[src/rtl/sram_frame_writer.sv]
// sram_frame_writer: buffers a pixel stream and writes it raster-order into the shared video SRAM in free bus slots
module sram_frame_writer #(
  parameter int FIFO_AW = 3,
  parameter int X_BITS  = 9,
  parameter int Y_BITS  = 9
) (
  input  logic        clk,
  input  logic        rst,
  input  logic        start,
  input  logic [15:0] px_data,
  input  logic        px_valid,
  output logic        px_ready,
  input  logic        v_busy,
  input  logic        v_soon,
  output logic        wr_act,
  output logic [17:0] sram_addr,
  output logic [15:0] sram_dq_o,
  output logic        sram_dq_oe,
  output logic        sram_ce_n,
  output logic        sram_oe_n,
  output logic        sram_we_n,
  output logic        sram_lb_n,
  output logic        sram_ub_n,
  output logic        busy,
  output logic        done
);
  localparam int AW = X_BITS + Y_BITS;
  typedef enum logic [1:0] {IDLE, SETUP, STROBE, HOLD} state_t;
  state_t state, state_n;
  logic [15:0] mem [2**FIFO_AW];
  logic [FIFO_AW-1:0] wp, rp;
  logic [FIFO_AW:0] cnt;
  logic [AW-1:0] xy;
  logic last_f, push, go, fin;
  assign px_ready = busy & ~cnt[FIFO_AW];
  assign push = px_valid & px_ready;
  // a restart request takes priority over launching a new write in the same cycle
  assign go = (state == IDLE) & busy & (cnt != '0) & ~v_busy & ~v_soon & ~start;
  assign fin = (state == HOLD) & last_f & ~start;
  assign sram_oe_n = 1'b1;
  // one pass IDLE->SETUP->STROBE->HOLD->IDLE per word; the IDLE cycle is the bus turnaround
  always_comb begin
    state_n = go ? SETUP : state == SETUP ? STROBE : state == STROBE ? HOLD : IDLE;
  end
  // state register
  always_ff @(posedge clk) begin
    if (rst) state <= IDLE;
    else state <= state_n;
  end
  // FIFO pointers and occupancy; start and frame completion both flush
  always_ff @(posedge clk) begin
    if (rst) begin
      wp <= '0;
      rp <= '0;
      cnt <= '0;
    end else if (start) begin
      wp <= FIFO_AW'(push);
      rp <= '0;
      cnt <= (FIFO_AW+1)'(push);
    end else if (fin) begin
      wp <= '0;
      rp <= '0;
      cnt <= '0;
    end else begin
      wp <= wp + FIFO_AW'(push);
      rp <= rp + FIFO_AW'(go);
      cnt <= cnt + (FIFO_AW+1)'(push) - (FIFO_AW+1)'(go);
    end
  end
  // FIFO storage
  always_ff @(posedge clk) begin
    if (push) mem[start ? '0 : wp] <= px_data;
  end
  // frame position advances as each word is launched, so a restart never re-issues the in-flight address
  always_ff @(posedge clk) begin
    if (rst) begin
      busy <= 1'b0;
      done <= 1'b0;
      xy <= '0;
      last_f <= 1'b0;
      wr_act <= 1'b0;
      sram_addr <= '0;
      sram_dq_o <= '0;
      sram_dq_oe <= 1'b0;
      sram_ce_n <= 1'b1;
      sram_we_n <= 1'b1;
      sram_lb_n <= 1'b1;
      sram_ub_n <= 1'b1;
    end else begin
      busy <= start | (busy & ~fin);
      done <= fin;
      if (start) begin
        xy <= '0;
        last_f <= 1'b0;
      end else if (go) begin
        xy <= xy + AW'(1);
        last_f <= &xy;
      end
      if (go) begin
        sram_addr <= 18'(xy);
        sram_dq_o <= mem[rp];
      end
      wr_act <= state_n != IDLE;
      sram_dq_oe <= state_n != IDLE;
      sram_ce_n <= state_n == IDLE;
      sram_lb_n <= state_n == IDLE;
      sram_ub_n <= state_n == IDLE;
      sram_we_n <= state_n != STROBE;
    end
  end
endmodule

[config.mk]
export PLATFORM = sky130hd
export DESIGN_NAME = sram_frame_writer
export DESIGN_NICKNAME = d
export VERILOG_FILES = /design/src/rtl/sram_frame_writer.sv
export SDC_FILE = /design/constraint.sdc
export NUM_CORES = 1
export LEC_CHECK = 0
export CELL_PAD_IN_SITES_DETAIL_PLACEMENT = 1
export CELL_PAD_IN_SITES_GLOBAL_PLACEMENT = 1
export CORE_AREA = 2 2 158 121
export CTS_CLUSTER_SIZE = 25
export DETAILED_ROUTE_END_ITERATION = 16
export DIE_AREA = 0 0 160 123
export PLACE_DENSITY_LB_ADDON = 0.3
export SLEW_MARGIN = 15
export SYNTH_ARGS = -nofsm -noshare
export SYNTH_HDL_FRONTEND = slang
export SYNTH_SLANG_ARGS = --single-unit
[constraint.sdc]
create_clock -name clk -period 3.57 [get_ports clk]
set_input_delay 1.071 -clock clk [delete_from_list [all_inputs] [get_ports clk]]
set_output_delay 1.071 -clock clk [all_outputs]
set_load 0.02 [all_outputs]
==> flow_summary_export.csv, run 1 <==
group,metric,value,unit
drt,drtIter0Drc,278,
drt,first_pass_iters,4,
sta,setup_tns,0,ns
synthesis,ys_ff_latch,198,
clock_network,cts_num_sinks,198,
synthesis,ys_types,43,
synthesis,synth_flop_cell,"edfxtp_1",
cells_and_area,multi_input_area,0.00229,sq mm
clock_network,htree_levels,4,
floorplan,start_util,42.4,%
cells_and_area,nNetsFinal,661,
drt,met3_length,693,um
setup_path,worst_setup_path_start_kind,"primary input",
synthesis,yosysTopAreaCell,"edfxtp_1",
floorplan,design.die.area,0.0197,sq mm
clock_network,cts_resized,0,
power_and_ir_drop,clockPowerShare,41.9,%
floorplan,core_area,0.0182,sq mm
power_and_ir_drop,sw_frac_of_total,20.3,%
sta,slew_violations,0,
synthesis,netlist_area,0.00771,sq mm
sta,rsz0062_at_grt,"false",
clock_network,hold_buffers,0,
synthesis,synthTopCellsByArea,"edfxtp_1 50%, dfxtp_1 18%, mux4_2 4.7%",
setup_path,arrival,3.32,ns
drt,wl_met1,8.07,mm
power_and_ir_drop,p_per_area,480,mW/mm^2
floorplan,rows,43,
sta,fmax,333,MHz
power_and_ir_drop,peakVddDrop,317,uV
floorplan,fp.dieW,160,um
clock_network,numCtsBuffers,17,
power_and_ir_drop,p_leak,2.88,nW
min_path,hold_class,"register to register",
clock_network,cts_buffer_depth,2,
synthesis,syn_nets,599,
synthesis,synthCells,562,
floorplan,die_h,123,um
sta,slew_headroom,43.4,%
drt,vias,4793,
global_route,antenna_found_initial,0,
flow_run,drv_cap,0,
drt,wl_per_cell,20.0,um
sta,setup_violations,0,
global_route,grt_pass1_wl,28.0,mm
global_route,grt_overflow,0,
synthesis,synth_top_area_share,49.9,%
power_and_ir_drop,finalPower,4.42,mW
clock_network,clk_pin_slew_worst_paths,0.07,ns
floorplan,io_pins,66,
synthesis,synth.avg_cell_area,13.7,sq um
drt,ant_nets,0,
cells_and_area,synthToLayoutAreaGrowth,19.6,%
setup_path,slowest_stage,"clkdlybuf4s50_1",
sta,finClkSkew,0.0114,ns
drt,routed_via_density,5.42,
sta,min_period,3.00,ns
power_and_ir_drop,p_comb_share,2.6,%
cells_and_area,drive_gt1_share,11.3,%
cells_and_area,final-seq-area,0.00525,sq mm
power_and_ir_drop,seq_power_share,55.5,%
clock_network,cts_root_buf,"clkbuf_16",
global_route,grt_max_degree,46,
sta,fin_crit_sh,84.1,%
cells_and_area,n_antenna_cell,0,
cells_and_area,n_fill_cell,1831,
clock_network,clock_latency,0.43,ns
synthesis,synth_edf_count,128,
placement,routabilityCongestion,0.775,
setup_path,path_class,"primary input to register",
global_route,grt_usage,18.9,%
status,outcome,"finished, final reports clean",
clock_network,cts_tree,"yes",
synthesis,yosys_warnings,0,
setup_path,crit_family,"adder cells",
global_route,grt_pass1_vias,5040,
placement,hpwl,10.9,mm
setup_path,slowest_delay,0.41,ns
power_and_ir_drop,switchingPower,899,uW
clock_network,post_cts_buffers,0,
synthesis,ys_seq_area_share,68.0,%
placement,port_buffers,64,
setup_path,crit_fanout,4,
setup_path,endpoint_kind,"register",
power_and_ir_drop,p_int,3.52,mW
drt,route.met2.wl,8.71,mm
setup_path,crit_required,3.89,ns
synthesis,synthArstFlopShare,0,%
drt,drt-total-wl,17.7,mm
sta,worst_pin_slew,0.848,ns
setup_path,cp_num_buf_inv,4,
sta,finalHoldViolations,0,
drt,drc_errors,0,
setup_path,path_cells,"clkdlybuf4s50_1, or2_1, or3_1, inv_2, ha_1, inv_1, ha_1, inv_1, fa_1, xor2_1, nor2_1",
drt,top_layer_used,"met4",
==> Yosys cell counts (4+ instances only) <==
| cell type | number |
|---|---|
| edfxtp_1 | 128 |
| dfxtp_1 | 70 |
| nand2_1 | 50 |
| nor2_1 | 37 |
| a21oi_1 | 36 |
| mux2i_1 | 32 |
| clkbuf_1 | 27 |
| nor3_1 | 20 |
| a211oi_1 | 16 |
| mux4_2 | 16 |
| o22ai_1 | 16 |
| ha_1 | 14 |
| o31ai_1 | 10 |
| or4_1 | 10 |
| inv_1 | 9 |
| buf_2 | 7 |
| nand3_1 | 7 |
| xnor2_1 | 7 |
| nand4_1 | 5 |
| or3_1 | 5 |
| buf_4 | 4 |
| nor4_1 | 4 |
==> sequential cells by signal (all words and copies together) (netlist names) <==
name / cells
busy: 1
cnt: 4
done: 1
last_f: 1
mem: 128
rp: 3
sram_addr: 18
sram_dq_o: 16
sram_dq_oe: 1
sram_ub_n: 1
sram_we_n: 1
state: 2
wp: 3
xy: 18
==> path summary, 6_finish.rpt <==
kind / startpoint / to / slack, ns / depth (start not counted)
worst max register to register: cnt[3]$_SDFF_PP0_ / cnt[2]$_SDFF_PP0_ / 1.09 / 12
worst min register to register: sram_addr[4]$_SDFFE_PP0P_ / sram_addr[4]$_SDFFE_PP0P_ / 0.46 / 2
worst max-delay path: v_busy / cnt[2]$_SDFF_PP0_ / 0.57 / 11
worst min-delay path: sram_addr[4]$_SDFFE_PP0P_ / sram_addr[4]$_SDFFE_PP0P_ / 0.46 / 2
==> layout by cell type, fill, tap and decap left out, types with 5 or more instances in the layout <==
master,netlist,final
nand2_1,50,50
buf_4,4,18
mux4_2,16,16
nor2_1,37,37
ha_1,14,14
a211oi_1,16,16
dfxtp_1,70,69
o22ai_1,16,16
or4_1,10,10
xnor2_1,7,7
clkbuf_16,0,17
or3_1,5,5
a21oi_1,36,36
edfxtp_1,128,128
mux2i_1,32,32
nand3_1,7,7
clkdlybuf4s50_1,0,64
nand4_1,5,5
nor3_1,20,18
inv_1,9,9
o31ai_1,10,10
==> metal layers <==
layer | vias up | track usage [%]
li1 | 2230 | -
met1 | 2445 | 24.7
met2 | 98 | 31.8
met3 | 20 | 4.23
met4 | 0 | 6.19
met5 | - | 0
==> cell type report <==
class,instances,share of cell area (%)
clock buffer,20,4.74
clock inverter,12,1.38
inverter,10,0.407
multi-input combinational,315,24.8
sequential,198,56.9
tap,247,3.35
timing repair buffer,82,8.41
==> through the flow <==
| stage | hold WS [ns] | cells | utilization, % | setup slack [ns] | area (sq um) |
|---|---|---|---|---|---|
| final | 0.459 | 884 | 50.7 | 0.568 | 9220 |
| after global routing | 0.481 | 884 | 50.7 | 0.448 | 9220 |
| after CTS | 0.463 | 884 | 50.7 | 0.579 | 9220 |
| after detailed placement | 0.454 | 852 | 47.6 | 0.120 | 8650 |
| after global placement | 0.448 | 852 | 47.6 | 0.221 | 8650 |
| after floorplan | 0.445 | 562 | - | 0.160 | 7710 |
==> tightest hold or removal path, delay by kind of cell, from the launching register on <==
| family | cells | cell delay (ns) |
|---|---|---|
| flip-flops | 1 | 0.31 |
| AO/OA/AOI/OAI | 1 | 0.05 |
| AND/OR/NAND/NOR | 1 | 0.05 |
==> logic make-up (layout without fill, tap and decap cells) <==
kind of cell,count (synthesis),count (layout),synth area share [%]
flip-flops,198,198,68.0
other,1,1,0.0486
adder cells (fa/ha/maj),15,15,2.53
XOR/XNOR,8,8,0.909
multiplexers,48,48,8.83
AND/OR/NAND/NOR,159,159,10.2
buffers and inverters,49,124,2.79
AO/OA/AOI/OAI,84,84,6.65
==> power by group through the flow <==
stage | logic, mW | registers (mW) | clock network (mW)
after floorplan | 0.0458 | 2.51 | 0
after global placement | 0.110 | 2.50 | 0
after detailed placement | 0.116 | 2.51 | 0
after CTS | 0.117 | 2.45 | 1.89
after global routing | 0.127 | 2.45 | 1.99
final | 0.115 | 2.45 | 1.85
No activity file was read; power rests on OpenSTA's default activity.
==> run 2, diff against run 1 <==
- CORE_AREA: 2 2 158 121 -> 2 2 151 116
- DIE_AREA: 0 0 160 123 -> 0 0 153 118
- clock period: 3.57 -> 3.1 ns (I/O delays scaled with it)
==> run 2 against run 1 <==
Net effect: count of clock-buffer cells in the layout down 1; via count up 2.2%; sequential power up 16%; hold slack worse by 0.00094 ns; non-clock buffer count up 7; combinational power up 22%; routed wire length up 6.9%; sequential cell count unchanged; die area down 8.3%; first-iteration DRC count up 6.8%; cell area up 0.72%; critical path depth unchanged.
==> flow_summary_export.csv, run 2 (synthesis results as in run 1) <==
group,metric,value,unit
cells_and_area,nNetsFinal,668,
power_and_ir_drop,sw_frac_of_total,21.0,%
cells_and_area,mostFrequentLayoutCells,"128 x edfxtp_1, 69 x dfxtp_1, 64 x clkdlybuf4s50_1",
status,outcome,"finished, final reports clean",
setup_path,arrival,3.17,ns
cells_and_area,largest_reg_flops,128,
cells_and_area,final_common_cell,"edfxtp_1",
setup_path,slowest_stage,"clkdlybuf4s50_1",
clock_network,cts_root_buf,"clkbuf_16",
sta,fmax,351,MHz
placement,routabilityCongestion,0.775,
sta,slew_headroom,64.4,%
setup_path,cp_num_buf_inv,4,
setup_path,path_class,"primary input to register",
power_and_ir_drop,p_leak,2.92,nW
drt,vias,4897,
cells_and_area,finish.cell_count_without_fillers,859,
cells_and_area,drive_gt1_share,12.4,%
global_route,grt_usage,21.9,%
sta,finalHoldViolations,0,
setup_path,crit_family,"adder cells",
drt,ant_nets,0,
global_route,grt_pass1_vias,5186,
sta,finClkSkew,0.0131,ns
drt,drt-total-wl,18.9,mm
clock_network,numCtsBuffers,17,
floorplan,rows,41,
power_and_ir_drop,peakVddDrop,465,uV
sta,fin_crit_sh,92.0,%
cells_and_area,largest_register,"mem",
cells_and_area,design_area,0.00929,sq mm
clock_network,cts_num_sinks,198,
drt,first_pass_iters,4,
global_route,grt_max_degree,46,
power_and_ir_drop,p_comb_share,2.8,%
placement,dp_cells,827,
sta,setup_tns,0,ns
power_and_ir_drop,p_int,4.00,mW
min_path,hold_class,"register to register",
drt,drtIter0Drc,297,
floorplan,design.die.area,0.0181,sq mm
sta,worst_pin_slew,0.529,ns
sta,min_period,2.85,ns
drt,routed_via_density,5.70,
clock_network,cts_buffer_depth,2,
cells_and_area,final_util,56.0,%
clock_network,cts_resized,0,
setup_path,endpoint_kind,"register",
drt,drc_errors,0,
power_and_ir_drop,switchingPower,1.06,mW
global_route,grt_overflow,0,
power_and_ir_drop,clockPowerShare,41.3,%
floorplan,fp.dieW,153,um
cells_and_area,n_antenna_cell,0,
clock_network,clock_latency,0.44,ns
sta,setup_violations,0,
placement,placedInstanceArea,0.00873,sq mm
power_and_ir_drop,seq_power_share,55.9,%
sta,rsz0062_at_grt,"false",
floorplan,core_area,0.0166,sq mm
sta,slew_violations,0,
clock_network,htree_levels,4,
clock_network,cts_tree,"yes",
cells_and_area,synthToLayoutAreaGrowth,20.5,%
global_route,grt_pass1_wl,29.7,mm
placement,port_buffers,64,
clock_network,clk_pin_slew_worst_paths,0.07,ns
power_and_ir_drop,p_per_area,545,mW/mm^2
flow_run,drv_cap,0,
cells_and_area,largest_registers,"mem x128, sram_addr x18, xy x18",
setup_path,slowest_delay,0.41,ns
floorplan,start_util,46.5,%
setup_path,worst_setup_path_start_kind,"primary input",
drt,wl_per_cell,22.0,um
setup_path,crit_fanout,2,
clock_network,hold_buffers,0,
placement,hpwl,11.6,mm
global_route,antenna_found_initial,0,
floorplan,io_pins,66,
cells_and_area,n_fill_cell,1628,
clock_network,post_cts_buffers,0,
setup_path,crit_required,3.42,ns
floorplan,die_h,118,um
setup_path,path_cells,"clkdlybuf4s50_1, or2_1, or3_1, inv_2, ha_1, inv_1, ha_1, inv_1, fa_1, xor2_1, nor2_1",
-- run 2: metrics by stage --
| stage | hold WS (ns) | power, mW | setup WS, ns |
|---|---|---|---|
| 2_1_floorplan | 0.445 | 2.94 | 0.0357 |
| 5_1_grt | 0.490 | 5.19 | 0.104 |
| 3_3_place_gp | 0.446 | 3.01 | -0.0981 |
| 4_1_cts | 0.460 | 5.09 | 0.249 |
| 3_5_place_dp | 0.451 | 3.03 | -0.195 |
| 6_report | 0.458 | 5.06 | 0.249 |
-- run 2: power by group through the flow --
| stage | registers [mW] | clock network, mW | logic (mW) |
|---|---|---|---|
| floorplan | 2.89 | 0 | 0.0531 |
| global placement | 2.88 | 0 | 0.130 |
| detailed placement | 2.89 | 0 | 0.140 |
| CTS | 2.83 | 2.12 | 0.142 |
| global route | 2.83 | 2.21 | 0.154 |
| finish | 2.83 | 2.09 | 0.140 |
-- run 2: worst reg2reg max path, cell delays in order, from the launching register on --
cell	delay [ns]
dfxtp_1	0.30
inv_1	0.09
ha_1	0.15
nor3b_2	0.40
or3_1	0.25
inv_2	0.05
ha_1	0.28
inv_1	0.05
ha_1	0.19
buf_4	0.13
a21o_1	0.14
a21oi_1	0.18
xnor2_1	0.15
nor2_1	0.06
-- run 2: cell type report --
type | count | area, sq um | share of cell area [%]
well taps | 215 | 269 | 2.90
flip-flops and latches | 198 | 5250 | 56.5
multi-input cells | 315 | 2300 | 24.8
clock inverters | 13 | 108 | 1.16
inverters | 10 | 37.5 | 0.404
clock buffers | 19 | 443 | 4.77
repair buffers | 89 | 878 | 9.46
-- run 2: routing by layer --
layer  routed length [um]  track usage, %  up-vias
met5                    0               0        -
met4                  242            5.67        0
met3                  939            4.93       23
met2                 9820            37.2      121
met1                 7910            28.5     2514
li1                     -               -     2239
-- run 2: path summary, 6_finish.rpt --
kind / cells after the start / start / slack [ns] / end
worst min-delay path: 2 / sram_addr[4]$_SDFFE_PP0P_ / 0.46 / sram_addr[4]$_SDFFE_PP0P_
worst max register to register: 13 / cnt[2]$_SDFF_PP0_ / 0.57 / cnt[3]$_SDFF_PP0_
worst min register to register: 2 / sram_addr[4]$_SDFFE_PP0P_ / 0.46 / sram_addr[4]$_SDFFE_PP0P_
worst max-delay path: 11 / v_busy / 0.25 / cnt[2]$_SDFF_PP0_
==> run 3, diff against run 2 <==
- CTS_CLUSTER_DIAMETER: default -> 50
- SETUP_SLACK_MARGIN: default -> 0.3
- clock period: 3.1 -> 2.8 ns (I/O delays scaled with it)
==> run 3 against run 2 <==
Net effect: cell count grew 0.93%; combinational power grew 16%; via count grew 0.20%; critical endpoint is now xy[10]$_SDFFE_PP0P_; largest power group unchanged; highest routed layer unchanged.
==> flow_summary_export.csv, run 3 (synthesis results as in run 1) <==
group,metric,value,unit
status,outcome,"finished, final reports clean",
power_and_ir_drop,peakVddDrop,403,uV
placement,placedInstanceArea,0.00889,sq mm
global_route,grt_pass1_wl,28.8,mm
cells_and_area,largest_reg_flops,128,
setup_path,worst_setup_path_start_kind,"primary input",
cells_and_area,largest_register,"mem",
floorplan,rows,41,
clock_network,cts_root_buf,"clkbuf_16",
sta,rsz0062_at_grt,"false",
sta,min_period,2.40,ns
clock_network,cts_num_sinks,198,
drt,drt-total-wl,18.3,mm
setup_path,crit_top_cell,"buf_4",
setup_path,path_class,"primary input to register",
placement,routabilityCongestion,0.766,
clock_network,clock_latency,0.44,ns
global_route,grt_usage,21.2,%
sta,slew_violations,0,
clock_network,clk_pin_slew_worst_paths,0.07,ns
drt,drtIter0Drc,267,
setup_path,crit_required,3.17,ns
sta,worst_pin_slew,0.540,ns
cells_and_area,synthToLayoutAreaGrowth,23.4,%
sta,finalHoldViolations,0,
floorplan,start_util,46.5,%
placement,port_buffers,64,
floorplan,design.die.area,0.0181,sq mm
cells_and_area,n_fill_cell,1603,
power_and_ir_drop,p_per_area,614,mW/mm^2
floorplan,die_h,118,um
clock_network,hold_buffers,0,
clock_network,htree_levels,4,
drt,wl_per_cell,21.1,um
placement,hpwl,11.5,mm
placement,dp_cells,834,
setup_path,arrival,2.77,ns
cells_and_area,design_area,0.00951,sq mm
cells_and_area,n_antenna_cell,0,
floorplan,io_pins,66,
clock_network,cts_tree,"yes",
cells_and_area,nNetsFinal,676,
setup_path,path_cells,"dlygate4sd2_1, buf_4, nand4b_1, or4_1, buf_4, buf_4, or3_1, a21oi_2",
cells_and_area,finish.cell_count_without_fillers,867,
sta,slew_headroom,64.0,%
sta,fin_crit_sh,85.6,%
min_path,hold_class,"register to register",
drt,drc_errors,0,
setup_path,slowest_stage,"or4_1",
floorplan,fp.dieW,153,um
sta,finClkSkew,0.00595,ns
flow_run,drv_cap,0,
drt,routed_via_density,5.66,
clock_network,cts_buffer_depth,2,
drt,ant_nets,0,
global_route,antenna_found_initial,0,
sta,setup_violations,0,
sta,fmax,417,MHz
cells_and_area,mostFrequentLayoutCells,"128 x edfxtp_1, 69 x dfxtp_1, 60 x clkdlybuf4s50_1",
cells_and_area,drive_gt1_share,14.6,%
sta,timing.hold.ws,0.456,ns
setup_path,crit_fanout,13,
global_route,grt_overflow,0,
global_route,grt_max_degree,46,
setup_path,slowest_delay,0.44,ns
clock_network,numCtsBuffers,17,
drt,first_pass_iters,4,
setup_path,endpoint_kind,"register",
cells_and_area,final_common_cell,"edfxtp_1",
global_route,grt_pass1_vias,5206,
drt,vias,4907,
power_and_ir_drop,p_leak,3.00,nW
cells_and_area,largest_registers,"mem x128, sram_addr x18, xy x18",
floorplan,core_area,0.0166,sq mm
[run 3: layout make-up]
cell class | count | area (sq um) | share of cell area [%]
multi-input cells | 315 | 2350 | 24.7
flip-flops and latches | 198 | 5250 | 55.2
repair buffers | 97 | 996 | 10.5
well taps | 215 | 269 | 2.83
inverters | 10 | 40.0 | 0.421
clock inverters | 13 | 179 | 1.88
clock buffers | 19 | 433 | 4.55
[run 3: layer usage]
| metal | wire length [um] | part of all wire (%) | up-vias | global-route usage [%] |
|---|---|---|---|---|
| li1 | - | - | 2259 | - |
| met1 | 7920 | 43 | 2499 | 27.9 |
| met2 | 8990 | 49 | 120 | 35.0 |
| met3 | 1020 | 5.6 | 29 | 4.31 |
| met4 | 349 | 1.9 | 0 | 8.16 |
| met5 | 0 | 0 | - | 0 |
[run 3: critical path: cells and delay by family]
kind / cells / cell delay, ns
and+or+nand+nor: 3 / 1.02
buffers and inverters: 4 / 0.73
AOI/OAI and AO/OA: 1 / 0.17
[run 3: timing repair]
item | CTS | global route
setup endpoints to repair | 15 | 0
gates resized for setup | 6 | 0
buffers inserted | 1 | 0
[run 3: path summary, 6_finish.rpt]
path                                  start  slack (ns)                        end  cells after the start
setup / recovery                      start        0.40        xy[10]$_SDFFE_PP0P_                      8
hold / removal    sram_addr[3]$_SDFFE_PP0P_        0.46  sram_addr[3]$_SDFFE_PP0P_                      2
setup reg to reg          cnt[3]$_SDFF_PP0_        0.47         xy[9]$_SDFFE_PP0P_                      7
hold reg to reg   sram_addr[3]$_SDFFE_PP0P_        0.46  sram_addr[3]$_SDFFE_PP0P_                      2
[run 3: where the power goes]
group	leakage [nW]	switching, mW	internal, mW
Clock	0.284	1.05	1.49
Sequential	1.72	0.0100	3.12
Combinational	0.996	0.0962	0.0671
Total	3.00	1.16	4.68
[run 3: through the flow]
stage               power [mW]  TNS, ns  utilization, %  setup slack (ns)
finish                    5.84        0            57.4             0.404
global route              6.00        0            57.4             0.351
CTS                       5.89        0            57.4             0.433
detailed placement        3.36    -6.24            53.6            -0.293
global placement          3.35    -4.73            53.6            -0.272
floorplan                 3.26  -0.0404               -           -0.0327
